File: src/rtl/gelato_warp_scheduler.sv
// gelato_warp_scheduler: per-SM fetch arbiter.
// Picks one eligible warp per cycle (round-robin), drives a registered
// valid/ready request to instruction fetch and locks each issued warp until
// its split-table update comes back on done_valid/done_warp.
//
// Optional build macro: GELATO_SCHED_PERF_EN adds three 32-bit perf counters.
//
// state    | meaning
// ---------+-----------------------------------------------------------
// ST_IDLE  | no request outstanding, fetch_valid=0
// ST_ISSUE | request presented to fetch, held until fetch_ready
module gelato_warp_scheduler #(
   parameter int WARP_NUM  = 4,
   parameter int WARP_ID_W = $clog2(WARP_NUM),
   parameter int PC_W      = 32,
   parameter int SPLIT_W   = 2
) (
   input  logic                        clk,
   input  logic                        rst_n,
   input  logic                        rdy,
   input  logic [WARP_NUM-1:0]         warp_en,
   input  logic [WARP_NUM-1:0]         cand_valid,
   input  logic [WARP_NUM*PC_W-1:0]    cand_pc,
   input  logic [WARP_NUM*SPLIT_W-1:0] cand_split,
   output logic                        fetch_valid,
   input  logic                        fetch_ready,
   output logic [WARP_ID_W-1:0]        fetch_warp,
   output logic [PC_W-1:0]             fetch_pc,
   output logic [SPLIT_W-1:0]          fetch_split,
   input  logic                        done_valid,
   input  logic [WARP_ID_W-1:0]        done_warp,
   input  logic                        flush,
   output logic [WARP_NUM-1:0]         busy_mask
`ifdef GELATO_SCHED_PERF_EN
   ,
   output logic [31:0]                 perf_issue_cnt,
   output logic [31:0]                 perf_stall_cnt,
   output logic [31:0]                 perf_idle_cnt
`endif
);

   typedef enum logic {ST_IDLE, ST_ISSUE} state_t;

   state_t                state_q, state_d;
   logic [WARP_NUM-1:0]   busy_q, busy_d;
   logic [WARP_ID_W-1:0]  rr_ptr_q, rr_ptr_d;
   logic                  valid_d;
   logic [WARP_ID_W-1:0]  warp_d;
   logic [PC_W-1:0]       pc_d;
   logic [SPLIT_W-1:0]    split_d;

   logic [WARP_NUM-1:0]   elig;
   logic [WARP_NUM-1:0]   done_clr;
   logic                  found;
   logic [WARP_ID_W-1:0]  win;
   logic [WARP_ID_W-1:0]  idx;
   logic                  grant;

   // Eligibility always uses the registered lock bits, so a warp released
   // this cycle only competes from the next cycle on.
   assign elig      = warp_en & cand_valid & ~busy_q;
   assign busy_mask = busy_q;

   // Round-robin search: first eligible warp at or above rr_ptr, wrapping.
   always_comb begin
      found = 1'b0;
      win   = '0;
      idx   = '0;
      for (int k = 0; k < WARP_NUM; k++) begin
         idx = rr_ptr_q + WARP_ID_W'(k);
         if (!found && elig[idx]) begin
            found = 1'b1;
            win   = idx;
         end
      end
   end

   // Release mask; a done for a warp that is not locked changes nothing.
   always_comb begin
      done_clr = '0;
      if (done_valid) begin
         done_clr[done_warp] = 1'b1;
      end
      done_clr = done_clr & busy_q;
   end

   // Next-state, lock and request-register logic.
   always_comb begin
      state_d  = state_q;
      busy_d   = busy_q;
      rr_ptr_d = rr_ptr_q;
      valid_d  = fetch_valid;
      warp_d   = fetch_warp;
      pc_d     = fetch_pc;
      split_d  = fetch_split;
      grant    = 1'b0;
      if (rdy) begin
         if (flush) begin
            valid_d = 1'b0;
            busy_d  = '0;
            state_d = ST_IDLE;
         end else begin
            case (state_q)
               ST_IDLE: begin
                  if (found) begin
                     grant = 1'b1;
                  end
               end
               ST_ISSUE: begin
                  if (fetch_ready) begin
                     if (found) begin
                        grant = 1'b1;
                     end else begin
                        valid_d = 1'b0;
                        state_d = ST_IDLE;
                     end
                  end
               end
               default: begin
                  valid_d = 1'b0;
                  state_d = ST_IDLE;
               end
            endcase
            // Clear first, then set: a same-cycle grant to the released
            // warp must leave it locked.
            busy_d = busy_q & ~done_clr;
            if (grant) begin
               valid_d     = 1'b1;
               warp_d      = win;
               pc_d        = cand_pc[int'(win)*PC_W +: PC_W];
               split_d     = cand_split[int'(win)*SPLIT_W +: SPLIT_W];
               rr_ptr_d    = win + WARP_ID_W'(1);
               state_d     = ST_ISSUE;
               busy_d[win] = 1'b1;
            end
         end
      end
   end

   // State, lock bits, pointer and registered fetch request.
   always_ff @(posedge clk or negedge rst_n) begin
      if (!rst_n) begin
         state_q     <= ST_IDLE;
         busy_q      <= '0;
         rr_ptr_q    <= '0;
         fetch_valid <= 1'b0;
         fetch_warp  <= '0;
         fetch_pc    <= '0;
         fetch_split <= '0;
      end else begin
         state_q     <= state_d;
         busy_q      <= busy_d;
         rr_ptr_q    <= rr_ptr_d;
         fetch_valid <= valid_d;
         fetch_warp  <= warp_d;
         fetch_pc    <= pc_d;
         fetch_split <= split_d;
      end
   end

`ifdef GELATO_SCHED_PERF_EN
   // Free-running wrap-around counters; they survive flush and freeze on rdy=0.
   always_ff @(posedge clk or negedge rst_n) begin
      if (!rst_n) begin
         perf_issue_cnt <= '0;
         perf_stall_cnt <= '0;
         perf_idle_cnt  <= '0;
      end else if (rdy) begin
         if (fetch_valid && fetch_ready && !flush) begin
            perf_issue_cnt <= perf_issue_cnt + 32'd1;
         end
         if (fetch_valid && !fetch_ready) begin
            perf_stall_cnt <= perf_stall_cnt + 32'd1;
         end
         if ((state_q == ST_IDLE) && (|warp_en)) begin
            perf_idle_cnt <= perf_idle_cnt + 32'd1;
         end
      end
   end
`endif

endmodule

File: config.mk
export PLATFORM = sky130hd
export DESIGN_NAME = gelato_warp_scheduler
export DESIGN_NICKNAME = d
export VERILOG_FILES = /design/src/rtl/gelato_warp_scheduler.sv
export SDC_FILE = /design/constraint.sdc
export NUM_CORES = 1
export LEC_CHECK = 0
export ABC_AREA = 1
export BUFFER_PORTS_ARGS = -buffer_cell sky130_fd_sc_hd__buf_2
export CAP_MARGIN = 20
export CORE_MARGIN = 1
export CORE_UTILIZATION = 51
export CTS_BUF_LIST = sky130_fd_sc_hd__clkbuf_8
export DETAILED_ROUTE_END_ITERATION = 8
export PLACE_DENSITY = 0.95
export REMOVE_ABC_BUFFERS = 1
export SLEW_MARGIN = 15
export SYNTH_ARGS = -nofsm -noshare
export SYNTH_HDL_FRONTEND = slang
export SYNTH_SLANG_ARGS = --single-unit
File: constraint.sdc
create_clock -name clk -period 5.65 [get_ports clk]
set_clock_uncertainty 0.15 [all_clocks]
set_input_delay 0.2825 -clock clk [delete_from_list [all_inputs] [get_ports clk]]
set_output_delay 0.2825 -clock clk [all_outputs]
set_load 0.1 [all_outputs]
==> results of run 1 <==
cell families (layout without fill, tap and decap cells):
kind of cell / Yosys count / in the layout
AOI/OAI and AO/OA: 21 / 21
buffers and inverters: 55 / 218
DFF: 44 / 44
and+or+nand+nor: 480 / 480
stage by stage:
| stage | utilization | setup slack (ns) | hold slack [ns] | std cells | cell area [um2] |
|---|---|---|---|---|---|
| final | 0.668 | 1.86 | -0.0243 | 859 | 4590 |
| after global routing | 0.668 | 1.51 | 0.0344 | 859 | 4590 |
| after CTS | 0.668 | 1.94 | 0.0192 | 859 | 4590 |
| after detailed placement | 0.652 | 1.97 | 0.310 | 851 | 4480 |
| after global placement | 0.652 | 2.22 | 0.310 | 851 | 4480 |
| after floorplan | - | 2.25 | -0.163 | 563 | 3390 |
cells in the mapped netlist, drive strengths merged:
library cell  instances  area [um2]
inv                  17        63.8
clkinv                1        3.75
o22ai                 1        6.26
a21oi                 7        38.8
dfrtp                44        1100
o21ai                11        55.1
nand4                 7        58.8
clkbuf                2        7.51
nor2                  9        38.8
buf                  35         258
a31oi                 1        6.26
nand2               374        1430
o21a                  1        7.51
nand3                90         573
worst paths after layout:
path                                               start                        to  cells after the start
worst min-delay path                               rst_n  busy_mask[1]$_DFFE_PN0P_                      1
worst max register to register   rr_ptr_q[0]$_DFFE_PN0P_   rr_ptr_q[1]$_DFFE_PN0P_                     12
max in group asynchronous                          rst_n  fetch_pc[12]$_DFFE_PN0P_                      1
worst min register to register  fetch_pc[28]$_DFFE_PN0P_  fetch_pc[28]$_DFFE_PN0P_                      2
worst max-delay path             rr_ptr_q[0]$_DFFE_PN0P_   rr_ptr_q[1]$_DFFE_PN0P_                     12
min in group clk                                     rdy       state_q$_DFFE_PN0P_                      2
metal layers:
metal  vias to the layer above  GRT usage  part of all wire  wire length [um]
li1                       2204          -                 -                 -
met1                      1961      0.319              0.41              4090
met2                       208      0.504              0.50              5030
met3                        15     0.0448             0.078               785
met4                         0     0.0758             0.015               155
met5                         -          0                 0                 0
layout make-up:
cell class	count	area, um2
Sequential cell	44	1100
Clock inverter	3	38.8
Inverter	18	67.6
Clock buffer	5	68.8
Timing Repair Buffer	192	961
Fill cell	595	2280
Multi-Input combinational cell	501	2230
Tap cell	96	120
worst max-delay path: stages, from the launching register on:
cell      delay [ns]
dfrtp_1         0.64
inv_2           0.18
nand2_1         0.11
nand2_2         0.09
nand3_1         0.13
nand2_2         0.11
nand3_2         0.11
nand3_4         0.66
nand2_4         0.92
clkinv_1        0.22
nand2_1         0.14
nand3_1         0.09
o21ai_1         0.13
state kept, by name, indices dropped and copies added (netlist names):
| register | cells |
|---|---|
| state_q | 1 |
| fetch_valid | 1 |
| rr_ptr_q | 2 |
| fetch_split | 2 |
| fetch_warp | 2 |
| fetch_pc | 32 |
| busy_mask | 4 |
==> impl_metrics.ini, run 1 <==
[run_status]
status = finished, violations left
violations = hold timing

[logic_synthesis]
synth-compound-area-share = 0.0312
netlist_area_um2 = 3650
synth_fa_ha_area_frac = 0
yosys_warnings = 0
synthMuxAreaShare = 0
synthXorXnorAreaFrac = 0
yosysSeqAreaShare = 0.301
synthDistinctLibCells = 27
postSynthAreaPerCell_um2 = 6.09
synth_top_family_by_area = simple AND/OR/NAND/NOR gates
ys_ff_latch = 44
synth_simple_gate_area_frac = 0.576
syn_inst = 600

[clocking]
clock_sinks = 44
ctsHoldBuffers = 0
clkTransAtPathRegs_ns = 0.08
cts_resized = 0
clkLatencyLatePin_ns = 0.29
cts_setup_buffers = 0
ctsLongestPathBuffers = 2
numCtsBuffers = 5
cts_tree = yes
cts_root_buffer = clkbuf_8
htree_num_levels = 2

[routing]
drt_pass1_iterations = 5
via_per_inst = 5.11
drcViolationCount = 0
wire_per_inst_um = 11.7
wirelength_mm = 10.1
via_count = 4388
antenna_left = 0
drt_iter0_markers = 203

[sta]
finalCritPeriodShare = 0.672
worst_pin_slew_ns = 0.956
drv_slew = 0
fin_setup_tns_ns = 0
rsz0062_at_grt = false
setup_violations = 0
max_slew_margin = 0.363
min_period_ns = 3.79
clock.fmax_mhz = 264
hold_ws_ns = -0.0243
hold_viol_final = 26

[finish]
layout-drive-gt1-share = 0.313
final_common_cell = nand2_1
fin_nets = 914
diodes = 0
areaGrowthSynthToFinish_pct = 25.6
final_cell_mix = 366 x nand2_1, 192 x buf_2, 66 x nand3_1

[setup_path]
arrival_ns = 3.85
critPathRequiredTime_ns = 5.71
critPathMaxFanout = 72
end_kind = register
start_kind = register
rrSetupSlack_ns = 1.86
crit_type = register to register

[floorplan]
die_area_um2 = 7500
num_io_pins = 193
initial_utilization = 0.532
die_y_um = 86.6
rows = 30
die_w_um = 86.6
fp.coreArea_um2 = 6870

[hold_path]
hold_path_class = input pin to async pin

[job]
maxCapViolations = 0

[global_route]
grt_pass1_vias = 3871
grt_pass1_wl_mm = 16.4
gr-total-overflow = 0
grtUsageTotal = 0.271
antenna_found_initial = 0
grt_max_degree = 73

[placement]
place.gp.congestion = 0.905
port_buffers = 192
hpwl_mm = 7.05
Power of run 1 is left out: the tool's default activity adds up to more than one toggle a clock period on the data nets, which glitch-free logic cannot reach.
==> run 2: changes to the inputs <==
- CORE_UTILIZATION: 51 -> 47
- PLACE_DENSITY: 0.95 -> 0.93
- clock period: 5.65 -> 3.7 ns (I/O delays scaled with it)
==> impl_metrics.ini, run 2 (synthesis gave the netlist of run 1 again) <==
[global_route]
grt_pass1_wl_mm = 17.6
grtUsageTotal = 0.258
gr-total-overflow = 0
antenna_found_initial = 0
grt_max_degree = 73
grt_pass1_vias = 4069

[finish]
final_cell_mix = 366 x nand2_1, 192 x buf_2, 66 x nand3_1
largest_reg_flops = 32
final_common_cell = nand2_1
layout-drive-gt1-share = 0.316
fillers = 738
top_register = fetch_pc
fin_nets = 921
areaGrowthSynthToFinish_pct = 27.3
diodes = 0
instances_no_fill = 869

[floorplan]
initial_utilization = 0.496
die_y_um = 90.2
die_w_um = 90.2
num_io_pins = 193
die_area_um2 = 8130
fp.coreArea_um2 = 7370
rows = 31

[setup_path]
start_kind = register
max_stage_delay_ns = 0.68
crit_top_cell = nand3_1
slowest_stage = nand2_4
end_kind = register
crit_type = register to register
critPathMaxFanout = 72
arrival_ns = 3.28
critPathRequiredTime_ns = 3.77
path_cells = nand4_1, nand3_1, nand2_2, nand3_2, nand3_4, nand2_4, clkinv_1, nand2_1, nand3_1, o21ai_1

[clocking]
cts_root_buffer = clkbuf_8
cts_resized = 0
numCtsBuffers = 5
ctsLongestPathBuffers = 2
clkTransAtPathRegs_ns = 0.09
cts_tree = yes
htree_num_levels = 2
clock_sinks = 44
clkLatencyLatePin_ns = 0.30

[job]
maxCapViolations = 0

[sta]
setup_violations = 0
clock.fmax_mhz = 312
finalCritPeriodShare = 0.867
hold_viol_final = 0
rsz0062_at_grt = false
drv_slew = 0
fin_setup_tns_ns = 0
min_period_ns = 3.21
worst_pin_slew_ns = 0.767
max_slew_margin = 0.489

[hold_path]
hold_path_class = input pin to register

[placement]
dp.cells = 858
hpwl_mm = 7.14
place.gp.congestion = 0.895
port_buffers = 192

[run_status]
status = finished clean

[routing]
via_count = 4309
wire_per_inst_um = 11.7
drt_iter0_markers = 197
via_per_inst = 4.96
wirelength_mm = 10.1
antenna_left = 0
drt_pass1_iterations = 4
drcViolationCount = 0
-- run 2: cell types whose count changed in the layout (fill, tap and decap cells not counted), sizes merged --
cell	before	now
buf	192	197
clkinv	2	1
clkbuf	5	6
dlygate4sd3	0	2
bufinv	1	0
inv	18	19
-- run 2: repair_timing --
item | in CTS | in global routing
hold buffers | 2 | 0
hold endpoints to repair | 45 | 0
setup buffers | 0 | 0
-- run 2: critical path: cells and delay by family, from the launching register on --
kind | cells | cell delay (ns)
AO/OA/AOI/OAI | 1 | 0.11
buffers and inverters | 1 | 0.21
flip-flops | 1 | 0.65
AND/OR/NAND/NOR | 8 | 1.99
-- run 2: metrics by stage --
step	worst slack (ns)	instance area, um2	util	hold slack (ns)
final	0.492	4650	0.631	0.0905
after global routing	0.171	4650	0.631	0.118
after CTS	0.531	4620	0.627	0.0710
after detailed placement	0.563	4510	0.612	0.248
after global placement	0.652	4510	0.612	0.239
after floorplan	0.297	3390	-	-0.261
-- run 2: worst paths after layout --
| kind | startpoint | to | slack (ns) | depth (start not counted) |
|---|---|---|---|---|
| max | rr_ptr_q[0]$_DFFE_PN0P_ | rr_ptr_q[1]$_DFFE_PN0P_ | 0.49 | 10 |
| min | flush | state_q$_DFFE_PN0P_ | 0.09 | 4 |
| max reg2reg | rr_ptr_q[0]$_DFFE_PN0P_ | rr_ptr_q[1]$_DFFE_PN0P_ | 0.49 | 10 |
| min reg2reg | fetch_pc[23]$_DFFE_PN0P_ | fetch_pc[23]$_DFFE_PN0P_ | 0.33 | 2 |
| max in group asynchronous | rst_n | fetch_split[1]$_DFFE_PN0P_ | 2.57 | 3 |
| min in group asynchronous | rst_n | fetch_pc[9]$_DFFE_PN0P_ | 0.30 | 2 |
-- run 2: layout make-up --
type / count / area (um2) / area share
repair buffers: 199 / 1040 / 0.223
multi-input cells: 501 / 2230 / 0.479
flip-flops and latches: 44 / 1100 / 0.237
clock buffers: 6 / 82.6 / 0.0178
inverters: 18 / 67.6 / 0.0145
well taps: 99 / 124 / 0.0266
clock inverters: 2 / 7.51 / 0.00161
-- run 2: metal layers --
layer	track usage	vias to the layer above	routed length (um)
li1	-	2217	-
met1	0.314	1898	4330
met2	0.464	180	4920
met3	0.0465	14	745
met4	0.0685	0	142
met5	0	-	0
Power of run 2 is left out for the same reason.
